### src/rtl/fifo_unpacker_pkg.sv
// Shared definitions for the FIFO word-to-byte unpacker: state encoding and
// word/byte geometry.
package fifo_unpacker_pkg;

  typedef enum logic [1:0] {
    ST_IDLE = 2'b00,
    ST_SEND = 2'b01
  } state_t;

  localparam int WORD_BYTES = 8;
  localparam int BYTE_W     = 8;
  localparam int WORD_W     = WORD_BYTES * BYTE_W;

endpackage

### src/rtl/fifo_unpacker_cnt.sv
// Byte-position counter for the unpacker. It flags the last byte of a word
// so the FSM can decide between reload and return-to-idle.
module unpack_cnt (
  input  logic       clk,
  input  logic       rst,
  input  logic       inc,
  input  logic       clr,
  output logic [2:0] cnt,
  output logic       last
);

  always_ff @(posedge clk or posedge rst) begin
    if (rst) begin
      cnt <= 3'd0;
    end else if (clr) begin
      cnt <= 3'd0;
    end else if (inc) begin
      cnt <= cnt + 3'd1;
    end
  end

  assign last = (cnt == 3'd7);

endmodule

### src/rtl/fifo_unpacker.sv
// Pops 64-bit words from a FIFO head and streams them out as bytes. The next
// word is popped during the last-byte transfer so words run back-to-back.
module fifo_unpacker
  import fifo_unpacker_pkg::*;
#(
  parameter bit MSB_FIRST = 1'b0
) (
  input  logic              clk,
  input  logic              rst,
  input  logic [WORD_W-1:0] fifo_data,
  input  logic              fifo_empty,
  input  logic              fifo_full,
  output logic              fifo_pop,
  output logic [BYTE_W-1:0] byte_out,
  output logic              byte_valid,
  input  logic              byte_ready,
  output logic              busy,
  output logic [15:0]       words_done,
  output logic              err
);

  // Byte stream handshake: a byte moves when byte_valid and byte_ready are both
  // high on a rising edge; byte_out is held unchanged while byte_ready is low.
  state_t              state, next_state;
  logic [WORD_W-1:0]   shreg;
  logic [2:0]          bcnt;
  logic                bcnt_last;
  logic                pop_req, load, shift, cnt_inc, cnt_clr, done_inc, illegal;

  unpack_cnt u_cnt (
    .clk  (clk),
    .rst  (rst),
    .inc  (cnt_inc),
    .clr  (cnt_clr),
    .cnt  (bcnt),
    .last (bcnt_last)
  );

  always_ff @(posedge clk or posedge rst) begin
    if (rst) begin
      state <= ST_IDLE;
    end else begin
      state <= next_state;
    end
  end

  always_comb begin
    next_state = state;
    pop_req    = 1'b0;
    load       = 1'b0;
    shift      = 1'b0;
    cnt_inc    = 1'b0;
    cnt_clr    = 1'b0;
    done_inc   = 1'b0;
    illegal    = 1'b0;
    case (state)
      ST_IDLE: begin
        if (!fifo_empty) begin
          pop_req    = 1'b1;
          load       = 1'b1;
          cnt_clr    = 1'b1;
          next_state = ST_SEND;
        end
      end
      ST_SEND: begin
        if (byte_ready) begin
          if (!bcnt_last) begin
            shift   = 1'b1;
            cnt_inc = 1'b1;
          end else begin
            done_inc = 1'b1;
            if (!fifo_empty) begin
              pop_req = 1'b1;
              load    = 1'b1;
              cnt_clr = 1'b1;
            end else begin
              next_state = ST_IDLE;
            end
          end
        end
      end
      default: begin
        illegal    = 1'b1;
        next_state = ST_IDLE;
      end
    endcase
  end

  // Reset overrides the pop strobe so the FIFO is not drained while held in reset.
  assign fifo_pop = pop_req & ~rst;

  always_ff @(posedge clk or posedge rst) begin
    if (rst) begin
      shreg <= '0;
    end else if (load) begin
      shreg <= fifo_data;
    end else if (shift) begin
      if (MSB_FIRST) begin
        shreg <= {shreg[WORD_W-BYTE_W-1:0], {BYTE_W{1'b0}}};
      end else begin
        shreg <= {{BYTE_W{1'b0}}, shreg[WORD_W-1:BYTE_W]};
      end
    end
  end

  always_ff @(posedge clk or posedge rst) begin
    if (rst) begin
      words_done <= 16'd0;
      err        <= 1'b0;
    end else begin
      if (done_inc) begin
        words_done <= words_done + 16'd1;
      end
      if (illegal || (fifo_empty && fifo_full)) begin
        err <= 1'b1;
      end
    end
  end

  assign byte_valid = (state == ST_SEND);
  assign busy       = (state == ST_SEND);
  assign byte_out   = MSB_FIRST ? shreg[WORD_W-1 -: BYTE_W] : shreg[BYTE_W-1:0];

endmodule

### config.mk
export PLATFORM = sky130hd
export DESIGN_NAME = fifo_unpacker
export DESIGN_NICKNAME = d
export VERILOG_FILES = /design/src/rtl/fifo_unpacker_pkg.sv /design/src/rtl/fifo_unpacker_cnt.sv /design/src/rtl/fifo_unpacker.sv
export SDC_FILE = /design/constraint.sdc
export NUM_CORES = 1
export LEC_CHECK = 0
export ABC_AREA = 1
export CORE_ASPECT_RATIO = 0.8
export CORE_MARGIN = 1
export CORE_UTILIZATION = 35
export CTS_CLUSTER_SIZE = 8
export DETAILED_ROUTE_END_ITERATION = 8
export GPL_TIMING_DRIVEN = 0
export PLACE_DENSITY = 0.66
export REMOVE_ABC_BUFFERS = 1
export SETUP_SLACK_MARGIN = 0.3
export SYNTH_ARGS = -nofsm -noshare
export SYNTH_HDL_FRONTEND = slang
export SYNTH_SLANG_ARGS = --single-unit
### constraint.sdc
create_clock -name clk -period 6.2 [get_ports clk]
set_clock_uncertainty 0.15 [all_clocks]
set_input_delay 0.62 -clock clk [delete_from_list [all_inputs] [get_ports clk]]
set_output_delay 0.62 -clock clk [all_outputs]
set_load 0.1 [all_outputs]
==> results.yml <==
worst_setup_path:
  worst-path-buf-inv: 5
  crit_arrival_ns: 4.00
  critical_path.top_delay_family: "buffers and inverters"
  critPathCaptureType: "output port"
  crit_chain: "clkdlybuf4s50_1, nand2_1, a21oi_4, buf_16, buf_16, inv_2, nor2_1, clkdlybuf4s50_1"
  slowest_stage: "clkdlybuf4s50_1"
  path_max_fanout: 58
  crit_type: "primary input to output port"
  cp_data_required_time_ns: 5.43
  cp-start-kind: "primary input"
  cpPeakStageDelay_ns: 1.15
synth:
  synth-simple-area-share: 0.354
  synth_seq_area_share: 0.542
  synth_mux_area_frac: 0
  synth_cell_types: 20
  synthCells: 482
  synth_compound_area_frac: 0.0131
  syn_area_um2: 3920
  synth_adder_area_share: 0.0128
  synth-xor-area-share: 0.0179
  postSynthAreaPerCell_um2: 8.14
  synth_warnings: 0
  synth_top_family_by_area: "simple AND/OR/NAND/NOR gates"
  ys_seq_elements: 85
detailed_routing:
  firstDrtPassIters: 4
  finalWirelength_mm: 9.01
  viasPerCell: 4.86
  wl_per_cell_um: 12.7
  drt_iter0_markers: 230
  drtAntennaViolNets: 0
  vias: 3449
  drc: 0
floorplanning:
  core_um2: 10900
  initial_core_util: 0.360
  pin_count: 97
  rows: 34
  die_w_um: 120
  dieArea_um2: 11600
  die_y_um: 96.7
placement:
  finalWeightedCongestion: 0.771
  hpwlAfterDp_mm: 5.93
  pre_cts_ws_ns: 1.41
  port_buffers: 96
grt:
  grt_usage: 0.165
  gr-total-overflow: 0
  grt_pass1_wl_mm: 15.3
  grt_max_degree: 59
  antenna_found_initial: 0
  grt_pass1_vias: 3307
sta:
  fmax_mhz: 209
  worst_pin_slew_ns: 0.977
  slew_headroom: 0.347
  slew_viol_final: 0
  fin_crit_sh: 0.770
  finalWorstSetupSlack_ns: 1.43
  whs_ns: 0.315
  min_period_ns: 4.77
  hold_violations: 0
  rsz0062_at_grt: "no"
  finalSetupViolCount: 0
cts:
  cts_hold_buf: 0
  clock-sinks: 85
  cts_setup_buffers: 0
  cts_max_level: 3
  clkLatencyLatePin_ns: 0.33
  clockBufferDepth: 2
  numCtsBuffers: 9
  clk_pin_slew_ns: 0.06
  cts_tree: "built"
  cts_root_buffer: "clkbuf_16"
  ctsResizeCount: 0
layout:
  drive_gt1_frac: 0.0460
  layout_common_cells: "nand2_1, nand3_1, clkdlybuf4s50_1"
  area_growth_pct: 37.3
  antennaDiodeCount: 0
  layout_commonest_cell: "nand2_1"
  nets: 633
power:
  power.leakage_nw: 2.48
  power.total_w: 0.00223
  ir_worst_vdd_v: 0.000167
  p_int_w: 0.00139
  powerDensity_nw_per_um2: 414
  p_comb_frac: 0.341
  clock_power_share: 0.277
  p_sw_frac: 0.375
  power_frac_seq: 0.381
  switching_power_w: 0.000835
worst_hold_path:
  hold_class: "flop to flop"
run:
  maxCapViolCount: 0
outcome:
  status: "finished, final reports clean"
-- area by class of cell --
class,instances,area (µm²)
repair buffers,101,1080
clock inverters,5,108
flip-flops and latches,85,2130
multi-input cells,347,1580
inverters,16,62.6
fillers,1087,5510
well taps,144,180
clock buffers,11,243
-- cells by family after synthesis --
family	after synthesis
simple gates	326
xor+xnor	8
flops	85
fa+ha+maj	4
buf+inv	50
compound gates	9
-- synth_stat cells --
library cell	n	area share
a21o_1	1	0.0019
a21oi_1	3	0.0038
a21oi_2	1	0.0022
buf_1	2	0.0019
buf_2	9	0.011
buf_4	9	0.017
clkbuf_1	14	0.013
dfrtp_1	85	0.54
ha_1	4	0.013
inv_1	15	0.014
inv_2	1	0.00096
nand2_1	183	0.18
nand3_1	118	0.15
nand3b_1	1	0.0019
nand4_1	3	0.0048
nor2_1	18	0.017
nor2_2	3	0.0048
o21ai_0	4	0.0051
xnor2_1	4	0.0089
xor2_1	4	0.0089
-- routing by layer --
metal / track usage / up-vias / wire (µm)
li1: - / 1711 / -
met1: 0.218 / 1650 / 4290
met2: 0.263 / 84 / 4240
met3: 0.0413 / 4 / 420
met4: 0.0541 / 0 / 55
met5: 0 / - / 0
-- per-stage QoR --
step | instance area [µm²] | std cells | util | TNS, ns
after floorplan | 3750 | 448 | - | 0
after global placement | 4890 | 688 | 0.449 | -0.883
after detailed placement | 5030 | 693 | 0.462 | 0
after CTS | 5380 | 709 | 0.494 | 0
after global routing | 5380 | 709 | 0.494 | 0
final | 5380 | 709 | 0.494 | 0
-- sequential cells by signal (all words and copies together) (netlist names) --
register,cells
state,1
err,1
u_cnt.cnt,3
words_done,16
shreg,64
-- worst paths after layout --
kind | depth (start not counted) | slack (ns) | startpoint | endpoint
hold reg to reg | 1 | 0.32 | err$_DFFE_PP0P_ | err$_DFFE_PP0P_
max in group asynchronous | 3 | 4.78 | rst | shreg[19]$_DFFE_PP0P_
min in group asynchronous | 2 | 0.52 | rst | shreg[56]$_DFFE_PP0P_
setup reg to reg | 9 | 3.38 | u_cnt.cnt[0]$_DFFE_PP0P_ | u_cnt.cnt[0]$_DFFE_PP0P_
hold / removal | 1 | 0.32 | err$_DFFE_PP0P_ | err$_DFFE_PP0P_
setup / recovery | 8 | 1.43 | byte_ready | fifo_pop
-- power by group through the flow --
| stage | clock network, W | logic [W] | registers (W) |
|---|---|---|---|
| floorplan | 0 | 0.000279 | 0.00110 |
| CTS | 0.000636 | 0.000773 | 0.000850 |
| global placement | 0 | 0.000730 | 0.000850 |
| global route | 0.000662 | 0.000828 | 0.000879 |
| finish | 0.000618 | 0.000762 | 0.000851 |
| detailed placement | 0 | 0.000771 | 0.000859 |
(Power assumes the default switching activity.)
==> patch, RTL diff (same settings) <==
The parameter `MSB_FIRST` goes from 1'b0 to 1'b1.
--- a/src/rtl/fifo_unpacker.sv
+++ b/src/rtl/fifo_unpacker.sv
@@ -3,7 +3,7 @@
 module fifo_unpacker
   import fifo_unpacker_pkg::*;
 #(
-  parameter bit MSB_FIRST = 1'b0
+  parameter bit MSB_FIRST = 1'b1
 ) (
   input  logic              clk,
   input  logic              rst,
Behaviour: not the same (a bounded check fails within 4 cycles, from zero or initial values and one cycle with rst high).
==> patch against the unedited design <==
Design area fell by 0.95%. Non-clock buffer count down 3. Global-route usage decreased by 0.11 points. Synthesized area up 3.3%. Clock power is 14% lower. Hold slack improved by 0.00064 ns. Power down 10%. Routed wire length is 2.3% higher. Worst setup slack gained 0.82 ns. Sequential cell count unchanged. Critical path type unchanged.
==> patch: results (changes against the unedited design) <==
| Quantity | This run | vs unedited |
|---|---|---|
| Count of unique library cells instantiated by Yosys | 23 | was 20 |
| Synthesis-to-finish area growth | 31.6% | was 37.3% |
| Non-clock buffer share of cell area | 18.8% | was 20.1% |
| Total Routed Length | 9210 µm | was 9010 µm |
| Vias/cell | 4.79 | was 4.86 |
| Synthesized area divided by synthesized cell count | 8.44 µm² | was 8.14 µm² |
| Worst Tran Pin Value | 0.993 ns | was 0.977 ns |
| Post-Synth Adder-Cell Area | 1.24% | was 1.28% |
| Number of signal-net buffers in the layout | 98 | was 101 |
| Crit share post-route | 63.7% | was 77.0% |
| Top cells by instance count after synthesis | o21ai_0, nand2_1, dfrtp_1, inv_1, nand3_1 | was nand2_1, nand3_1, dfrtp_1, nor2_1, inv_1 |
| First-pass GRT wire length | 15400 µm | was 15300 µm |
| Clock buf count | 10 | was 11 |
| Fraction of the mapped netlist area in compound gates | 19.1% | was 1.31% |
| P_int | 1230 µW | was 1390 µW |
| Global-route usage over all layers | 16.4% | was 16.5% |
| Top post-synthesis cells by area | dfrtp_1, o21ai_0, nand2_1, inv_1, nand3_1 | was dfrtp_1, nand2_1, nand3_1, buf_4, nor2_1 |
| Clock buffer and inverter area fraction after layout | 5.49% | was 6.51% |
| Maximum vdd ir drop | 0.147 mV | was 0.167 mV |
| Via count of the first global-routing pass | 3240 | was 3307 |
| Status | finished clean | unchanged |
| Vias after detailed routing | 3369 | was 3449 |
| M1 GR Usage | 22.1% | was 21.8% |
| Routed wl met3 | 449 µm | was 420 µm |
| Number of non-clock inverters in the layout | 64 | was 16 |
| Seq/total area | 39.9% | was 39.5% |
| Reg-to-reg slack, setup | 2.60 ns | was 3.38 ns |
| Ratio of cells with drive above 1 in the final layout | 5.54% | was 4.60% |
| Total number of multi-input combinational cells | 297 | was 347 |
| Static Leak | 0.00237 µW | was 0.00248 µW |
| Multi-input logic portion of the cell area | 27.9% | was 29.3% |
| DR iter-0 viols | 184 | was 230 |
| Maximum fanout encountered on the critical timing path | 106 | was 58 |
-- patch: worst max-delay path, cell delays in order --
cell	delay (ns)
clkdlybuf4s50_1	0.53
nand2_1	0.07
nand2_1	0.09
nand2_4	0.41
nor2_1	0.24
clkdlybuf4s50_1	1.16
-- patch: power groups by stage --
stage | clock network, µW | logic [µW] | registers (µW)
2_1_floorplan | 0 | 294 | 974
3_3_place_gp | 0 | 683 | 770
3_5_place_dp | 0 | 706 | 777
4_1_cts | 546 | 712 | 768
5_1_grt | 571 | 779 | 783
6_report | 531 | 702 | 766
-- patch: final timing paths --
check	from	to	depth (start not counted)
max	byte_ready	fifo_pop	6
min	err$_DFFE_PP0P_	err$_DFFE_PP0P_	1
max reg2reg	u_cnt.cnt[0]$_DFFE_PP0P_	shreg[36]$_DFFE_PP0P_	8
min reg2reg	err$_DFFE_PP0P_	err$_DFFE_PP0P_	1
max in group asynchronous	rst	shreg[51]$_DFFE_PP0P_	3
min in group asynchronous	rst	shreg[6]$_DFFE_PP0P_	2
